===== src/rtl/alu_pkg.sv =====
// Shared ALU types: select codes, FIFO result record and controller states.
package alu_pkg;

    localparam int ALU_SEL_W  = 3;
    localparam int ALU_DATA_W = 4;

    typedef enum logic [ALU_SEL_W-1:0] {
        ADD = 3'd0,
        SUB = 3'd1,
        NOT = 3'd2,
        AND = 3'd3,
        OR  = 3'd4,
        XOR = 3'd5,
        LT  = 3'd6,
        EQ  = 3'd7
    } alu_sel_e;

    typedef struct packed {
        logic [ALU_SEL_W-1:0]  sel;
        logic [ALU_DATA_W-1:0] s;
        logic                  c;
        logic                  zero;
        logic                  overflow;
    } alu_result_t;

    typedef enum logic [1:0] {
        ST_EMPTY   = 2'd0,
        ST_PARTIAL = 2'd1,
        ST_FULL    = 2'd2
    } fifo_state_e;

endpackage


===== src/rtl/alu_fifo_ctrl.sv =====
// FIFO controller: read/write pointers, occupancy level and EMPTY/PARTIAL/FULL state.
module alu_fifo_ctrl
    import alu_pkg::*;
#(
    parameter int DEPTH = 4,
    parameter int PTR_W = $clog2(DEPTH),
    parameter int LVL_W = $clog2(DEPTH) + 1
) (
    input  logic             clk,
    input  logic             rst,
    input  logic             in_valid,
    input  logic             out_ready,
    output logic             push,
    output logic             pop,
    output logic [PTR_W-1:0] wr_ptr,
    output logic [PTR_W-1:0] rd_ptr,
    output logic [LVL_W-1:0] level,
    output logic             full,
    output logic             empty
);

    localparam logic [PTR_W-1:0] PTR_ONE  = PTR_W'(1);
    localparam logic [LVL_W-1:0] LVL_ONE  = LVL_W'(1);
    localparam logic [LVL_W-1:0] LVL_LAST = LVL_W'(DEPTH - 1);

    fifo_state_e      state_reg, state_next;
    logic [PTR_W-1:0] wr_ptr_reg, rd_ptr_reg;
    logic [LVL_W-1:0] level_reg, level_next;

    // The state already encodes level==0 / level==DEPTH, so flags come from it.
    assign full   = (state_reg == ST_FULL);
    assign empty  = (state_reg == ST_EMPTY);
    assign push   = in_valid & ~full;
    assign pop    = out_ready & ~empty;
    assign wr_ptr = wr_ptr_reg;
    assign rd_ptr = rd_ptr_reg;
    assign level  = level_reg;

    always_ff @(posedge clk or posedge rst) begin
        if (rst) begin
            state_reg  <= ST_EMPTY;
            wr_ptr_reg <= '0;
            rd_ptr_reg <= '0;
            level_reg  <= '0;
        end else begin
            state_reg <= state_next;
            level_reg <= level_next;
            if (push)
                wr_ptr_reg <= wr_ptr_reg + PTR_ONE;
            if (pop)
                rd_ptr_reg <= rd_ptr_reg + PTR_ONE;
        end
    end

    always_comb begin
        state_next = state_reg;
        level_next = level_reg;
        case ({push, pop})
            2'b10:   level_next = level_reg + LVL_ONE;
            2'b01:   level_next = level_reg - LVL_ONE;
            default: level_next = level_reg;
        endcase
        case (state_reg)
            ST_EMPTY: begin
                if (push)
                    state_next = ST_PARTIAL;
            end
            ST_PARTIAL: begin
                if (push && !pop && level_reg == LVL_LAST)
                    state_next = ST_FULL;
                else if (pop && !push && level_reg == LVL_ONE)
                    state_next = ST_EMPTY;
            end
            ST_FULL: begin
                if (pop)
                    state_next = ST_PARTIAL;
            end
            default: state_next = ST_EMPTY;
        endcase
    end

endmodule


===== src/rtl/alu_result_fifo.sv =====
// Show-ahead FIFO of ALU results with valid/ready on both sides.
// Optional push statistics counters enabled by defining ALU_FIFO_STATS_EN.
module alu_result_fifo
    import alu_pkg::*;
#(
    parameter int WIDTH = 4,
    parameter int DEPTH = 4
) (
    input  logic                     clk,
    input  logic                     rst,
    input  logic                     in_valid,
    output logic                     in_ready,
    input  logic [2:0]               in_sel,
    input  logic [WIDTH-1:0]         in_s,
    input  logic                     in_c,
    input  logic                     in_zero,
    input  logic                     in_overflow,
    output logic                     out_valid,
    input  logic                     out_ready,
    output logic [2:0]               out_sel,
    output logic [WIDTH-1:0]         out_s,
    output logic                     out_c,
    output logic                     out_zero,
    output logic                     out_overflow,
`ifdef ALU_FIFO_STATS_EN
    input  logic                     stats_clr,
    output logic [7:0]               ovf_cnt,
    output logic [7:0]               carry_cnt,
`endif
    output logic [$clog2(DEPTH):0]   level
);

    localparam int PTR_W = $clog2(DEPTH);
    localparam int LVL_W = $clog2(DEPTH) + 1;

    logic             push, pop, full, empty;
    logic [PTR_W-1:0] wr_ptr, rd_ptr;
    alu_result_t      storage [DEPTH];
    alu_result_t      wr_entry, head;

    alu_fifo_ctrl #(
        .DEPTH (DEPTH),
        .PTR_W (PTR_W),
        .LVL_W (LVL_W)
    ) u_ctrl (
        .clk       (clk),
        .rst       (rst),
        .in_valid  (in_valid),
        .out_ready (out_ready),
        .push      (push),
        .pop       (pop),
        .wr_ptr    (wr_ptr),
        .rd_ptr    (rd_ptr),
        .level     (level),
        .full      (full),
        .empty     (empty)
    );

    assign in_ready  = ~full;
    assign out_valid = ~empty;

    // The record's s field is sized by ALU_DATA_W; casts keep WIDTH overrides explicit.
    assign wr_entry.sel      = in_sel;
    assign wr_entry.s        = ALU_DATA_W'(in_s);
    assign wr_entry.c        = in_c;
    assign wr_entry.zero     = in_zero;
    assign wr_entry.overflow = in_overflow;

    // Storage is deliberately left out of reset; only the pointers define validity.
    always_ff @(posedge clk) begin
        if (push)
            storage[wr_ptr] <= wr_entry;
    end

    assign head         = storage[rd_ptr];
    assign out_sel      = head.sel;
    assign out_s        = WIDTH'(head.s);
    assign out_c        = head.c;
    assign out_zero     = head.zero;
    assign out_overflow = head.overflow;

`ifdef ALU_FIFO_STATS_EN
    logic [7:0] ovf_cnt_reg, carry_cnt_reg;

    always_ff @(posedge clk or posedge rst) begin
        if (rst) begin
            ovf_cnt_reg   <= '0;
            carry_cnt_reg <= '0;
        end else if (stats_clr) begin
            ovf_cnt_reg   <= '0;
            carry_cnt_reg <= '0;
        end else if (push) begin
            if (in_overflow && ovf_cnt_reg != 8'hFF)
                ovf_cnt_reg <= ovf_cnt_reg + 8'd1;
            if (in_c && carry_cnt_reg != 8'hFF)
                carry_cnt_reg <= carry_cnt_reg + 8'd1;
        end
    end

    assign ovf_cnt   = ovf_cnt_reg;
    assign carry_cnt = carry_cnt_reg;
`endif

endmodule


===== config.mk =====
export PLATFORM = sky130hd
export DESIGN_NAME = alu_result_fifo
export DESIGN_NICKNAME = d
export VERILOG_FILES = /design/src/rtl/alu_pkg.sv /design/src/rtl/alu_fifo_ctrl.sv /design/src/rtl/alu_result_fifo.sv
export SDC_FILE = /design/constraint.sdc
export NUM_CORES = 1
export LEC_CHECK = 0
export CELL_PAD_IN_SITES_DETAIL_PLACEMENT = 0
export CELL_PAD_IN_SITES_GLOBAL_PLACEMENT = 2
export CORE_UTILIZATION = 41
export CTS_BUF_LIST = sky130_fd_sc_hd__clkbuf_4
export DETAILED_ROUTE_END_ITERATION = 12
export PLACE_DENSITY_LB_ADDON = 0.1
export SYNTH_ARGS = -nofsm -noshare
export SYNTH_HDL_FRONTEND = slang
export SYNTH_SLANG_ARGS = --single-unit
export TNS_END_PERCENT = 20

===== constraint.sdc =====
create_clock -name clk -period 2.05 [get_ports clk]
set_clock_uncertainty 0.15 [all_clocks]
set_input_delay 0.615 -clock clk [delete_from_list [all_inputs] [get_ports clk]]
set_output_delay 0.615 -clock clk [all_outputs]
set_load 0.05 [all_outputs]

Yosys cells after proc, flatten, opt, wreduce, memory -nomap -nowiden
Memories as Yosys holds them, arrays and structs flattened.
Index checks and enable logic that the tools add are counted.
- register bits: 9
- latch bits: 0
- memory bits (writable): 40
- bits in read-only memories: 0
- input port bits: 14
- output and inout bits: 15
- memories: 1
- $add $sub $neg: 4
- multipliers: 0
- div/mod/pow operators: 0
- order comparisons: 0
- equal/unequal tests: 9
- shifts and indexed selects: 0
- muxes and demuxes: 8
- bitwise gates (word level): 4
- reduce and logical (&&, ||, !) cells: 9
- memories (memory ; words ; width ; rd ports ; clocked after Yosys merged registers in ; wr ports ; line ; RTL):
    storage ; 4 ; 10 ; 1 ; 0 ; 1 ; alu_result_fifo.sv:38 ; alu_result_t storage [DEPTH];
- operators by type and width (cell ; count):
    two-way mux 2 bit ; 4
    one-hot mux 2 bit (3 select lines) ; 1
    one-hot mux 3 bit (2 select lines) ; 1
    adder 2 x 1 -> 2 bit, second input constant ; 2
    equality test 2 x 1 -> 1 bit, second input constant ; 2
    equality test 2 bit, second input constant ; 2
    logical AND 1 bit ; 4
    != test 2 x 1 -> 1 bit, second input constant ; 2
    adder 3 x 1 -> 3 bit, second input constant ; 1
    equality test 3 x 1 -> 1 bit, second input constant ; 1
    equality test 3 x 2 -> 1 bit, second input constant ; 1
    != test 3 x 1 -> 1 bit, second input constant ; 1
    AND reduction 3 bit ; 1
    subtractor 3 x 1 -> 3 bit, second input constant ; 1
    AND 1 bit ; 2
    logical NOT 1 bit ; 2
    logical NOT 2 bit ; 1
    two-way mux 1 bit ; 2
    inverter 1 bit ; 2
    nonzero test 2 bit ; 1

Longest topological paths before layout
- depth after elaboration: 9
- depth in mapped cells: 7
- mapped depth without buffers: 7

Cells and area by module
A second synthesis with hierarchy kept.
- cells, all modules: 106
- area, all modules: 1994.4 µm²
- by module, submodules not included (module ; instances ; cells an instance ; area an instance (µm²) ; sequential area each (µm²)):
    alu_result_fifo ; 1 ; 58 ; 1481.4 ; 1201.2
    alu_fifo_ctrl ; 1 ; 48 ; 513.0 ; 225.2

Worst setup path before layout
No wires, ideal clock.
- path type: flip-flop to output port
- from: register u_ctrl.rd_ptr_reg[0] (netlist: u_ctrl.rd_ptr[0])
- to: output port out_c
- arrival: 1.216 ns
- required time: 1.285 ns
- path slack: 0.069 ns
- stages on the path, launching flop included: 3
- path buffers: 1
- path through: dfrtp_1 buf_6 mux4_2
- longest elaborated chain between the ends: 1
- ends and longest elaborated chain (what ; line ; RTL):
    start, declared ; alu_fifo_ctrl.sv:27 ; logic [PTR_W-1:0] wr_ptr_reg, rd_ptr_reg;
    start signal, assigned ; alu_fifo_ctrl.sv:51 ; rd_ptr_reg <= rd_ptr_reg + PTR_ONE;
    memory (4 x 10 bit) ; n/a ;
    end, declared ; alu_result_fifo.sv:22 ; output logic out_c,
No other way between the ends.

Worst setup path after layout
- from: register u_ctrl.rd_ptr_reg[0] (netlist: u_ctrl.rd_ptr[0])
- to: output port out_s[1]
- longest elaborated chain between the ends: 1
- ends and longest elaborated chain (what ; line ; RTL):
    memory (4 x 10 bit) ; n/a ;
    end, declared ; alu_result_fifo.sv:21 ; output logic [WIDTH-1:0] out_s,
No other way between the ends.

==> out/results.txt <==
Clk buf depth -> 2
Post-synth EDFFs -> 40
Failing checks -> setup timing
Sequential element share of the synthesized area -> 0.707
RSZ-0062 raised after global routing -> true
Vias -> 1060
CP startpoint kind -> flop
Max FFs per register -> 40
Cell Rows -> 25
Yosys warnings -> 0
Top FF cell, synth -> edfxtp_1
DP Worst Slack -> -0.0986 ns
CP Cell Sequence -> buf_6 -> mux4_2 -> buf_6
Share of cells above drive strength 1 -> 0.327
Worst Max-Slew Pin Slew -> 0.397 ns
Die Area -> 5210 um^2
Total wire length -> 3330 um
Remaining Overflow, GRT -> 0
M2 GR Usage -> 0.240
Arrival time of the worst setup path -> 1.64 ns
Syn Nets -> 133
Nets -> 182
Power Density -> 1570 nW/um^2
Mapped Area -> 2020 um^2
Fin crit share -> 1.17
Cells after Synth -> 109
Util after Layout -> 0.570
Die height -> 72.2 um
Setup violators final -> 10
Detailed placement HPWL -> 2340 um
Clock sink total -> 49
Worst-path maximum fanout -> 6
Flip-flop and latch count after synthesis -> 49
Hold/Removal Path Class -> input pin to asynchronous set/reset pin
Cell variety after synth -> 24
CP max-delay cell -> mux4_2
Crit path top cell by count -> buf_6
Pin count of the biggest net entering global routing -> 16
Vias in the first global route -> 1119
Worst path required time -> 1.28 ns
Number of fill cells -> 381
Post-CTS Setup Inserts -> 0
Post-synth ARST share -> 0.184
Drt wl/cell -> 14.7 um
Placed insts -> 218
P_leak -> 1.05 nW
Top post-synthesis cells by count -> edfxtp_1 (40), ha_1 (10), dfrtp_1 (9), inv_1 (9), mux4_2 (8)
Drc violations -> 0
Global Route Usage Sum -> 0.144
Antenna Cells -> 0
Area growth syn-to-layout -> 33.3%
Status -> complete, but fails checks
TritonCTS clock tree -> done
Dominant cells by area after synthesis -> edfxtp_1 (60%), dfrtp_1 (11%), mux4_2 (8.9%)
Antenna violations before repair -> 0
Final RePlAce weighted congestion -> 0.776
WS Path Type -> flop to primary output
Layout Cells excl Fill -> 226
Clock buffer count from CTS -> 5
Initial core utilization -> 0.427
Total power -> 4.22 mW
I/O Pins -> 29
GR peak layer -> met2
Wire length of the first global-routing pass -> 5400 um
Worst path max stage delay -> 0.52 ns
Final worst slack -> -0.352 ns
Total of max-cap violations -> 0
Port bufs -> 28
R2R depth -> 6
Root buffer cell -> clkbuf_4
Die X -> 72.2 um
CTS H-tree depth -> 2
Slew headroom -> 0.735
Drt via density -> 4.69
Max-slew violations -> 0
Fin. Hold Viols -> 0
Syn_area_per_cell -> 18.5 um^2
Yosys top cell area share -> 0.595
Met3 Usage GRT -> 0.0389
Worst Setup End Kind -> primary output
Maximum vdd drop -> 862 uV
Clk_lat worst skew -> 0.36 ns
Area leader, netlist -> edfxtp_1
Most frequent cell after synthesis -> edfxtp_1
Antenna Violating Nets Remaining -> 0
Maximum clock rate -> 416 MHz
TritonRoute pass-1 iters -> 4
CORE AREA -> 4720 um^2
CTS clock-pin slew for the worst setup and hold paths -> 0.14 ns
Initial DRC Count -> 42
Grt met1 use -> 0.177
Minimum clock period -> 2.40 ns
-- layout make-up --
class	instances	area, um^2	area share
multi-input cells	48	537	0.200
repair buffers	45	507	0.188
flip-flops and latches	49	1430	0.530
clock buffers	5	37.5	0.0140
well taps	67	83.8	0.0312
inverters	9	33.8	0.0126
clock inverters	3	65.1	0.0242
-- worst paths after layout --
path	from	end	slack, ns
max	u_ctrl.rd_ptr[0]	out_s[1]	-0.35
min	rst	u_ctrl.wr_ptr[1]	0.36
max reg2reg	u_ctrl.state_reg[1]	u_ctrl.state_reg[0]	0.32
min reg2reg	u_ctrl.state_reg[0]	u_ctrl.state_reg[0]	0.36
max in group asynchronous	rst	u_ctrl.state_reg[0]	1.11
min in group clk	u_ctrl.state_reg[0]	u_ctrl.state_reg[0]	0.36
-- per-stage QoR --
stage | TNS, ns | cell area [um^2] | hold slack (ns)
2_1_floorplan | 0 | 2020 | 0.293
3_3_place_gp | -0.294 | 2540 | 0.324
3_5_place_dp | -0.757 | 2540 | 0.341
4_1_cts | -3.62 | 2680 | 0.361
5_1_grt | -4.33 | 2690 | 0.372
6_report | -3.31 | 2690 | 0.357
-- timing repair --
item,in CTS,in global routing
hold buffers,0,0
pin swaps,0,1
resized for setup,15,2
endpoints found under the setup margin,11,12
-- cells by family after synthesis --
family / synth area share
DFF: 0.707
and+or+nand+nor: 0.0372
buffers and inverters: 0.0273
muxes: 0.120
adders and majority gates: 0.0620
AOI/OAI and AO/OA: 0.0248
xor gates and xnor gates: 0.0217
-- cells in the final DEF (no fill, tap or decap) --
master,count
clkdlybuf4s50_1,13
clkbuf_4,5
o21ai_0,2
or2b_1,1
mux4_2,10
or2_4,1
ha_1,10
clkinv_2,1
bufinv_16,2
nand3_1,1
mux2i_1,1
nor2_1,1
buf_6,13
xor2_1,1
nand2b_4,1
buf_12,7
and3_1,4
a21oi_1,1
inv_1,9
a32o_1,1
a31oi_1,1
dfrtp_1,9
nand2_1,5
o22ai_1,3
xnor2_1,4
edfxtp_1,40
buf_4,12
-- worst max-delay path, delay by kind of cell, from the launching register on --
family | cells | cell delay [ns]
buffers and inverters | 2 | 0.34
DFF | 1 | 0.42
muxes | 1 | 0.52
-- power by group --
part / total [mW] / internal (mW) / switching, mW
Sequential: 1.44 / 1.33 / 0.116
Combinational: 2.10 / 0.947 / 1.15
Clock: 0.683 / 0.378 / 0.305
-- per-layer routing --
layer / vias to the layer above / wire (um)
met4: 0 / 65
met1: 518 / 1490
met2: 22 / 1650
met5: - / 0
li1: 514 / -
met3: 6 / 123
No activity file was read; power rests on OpenSTA's default activity.
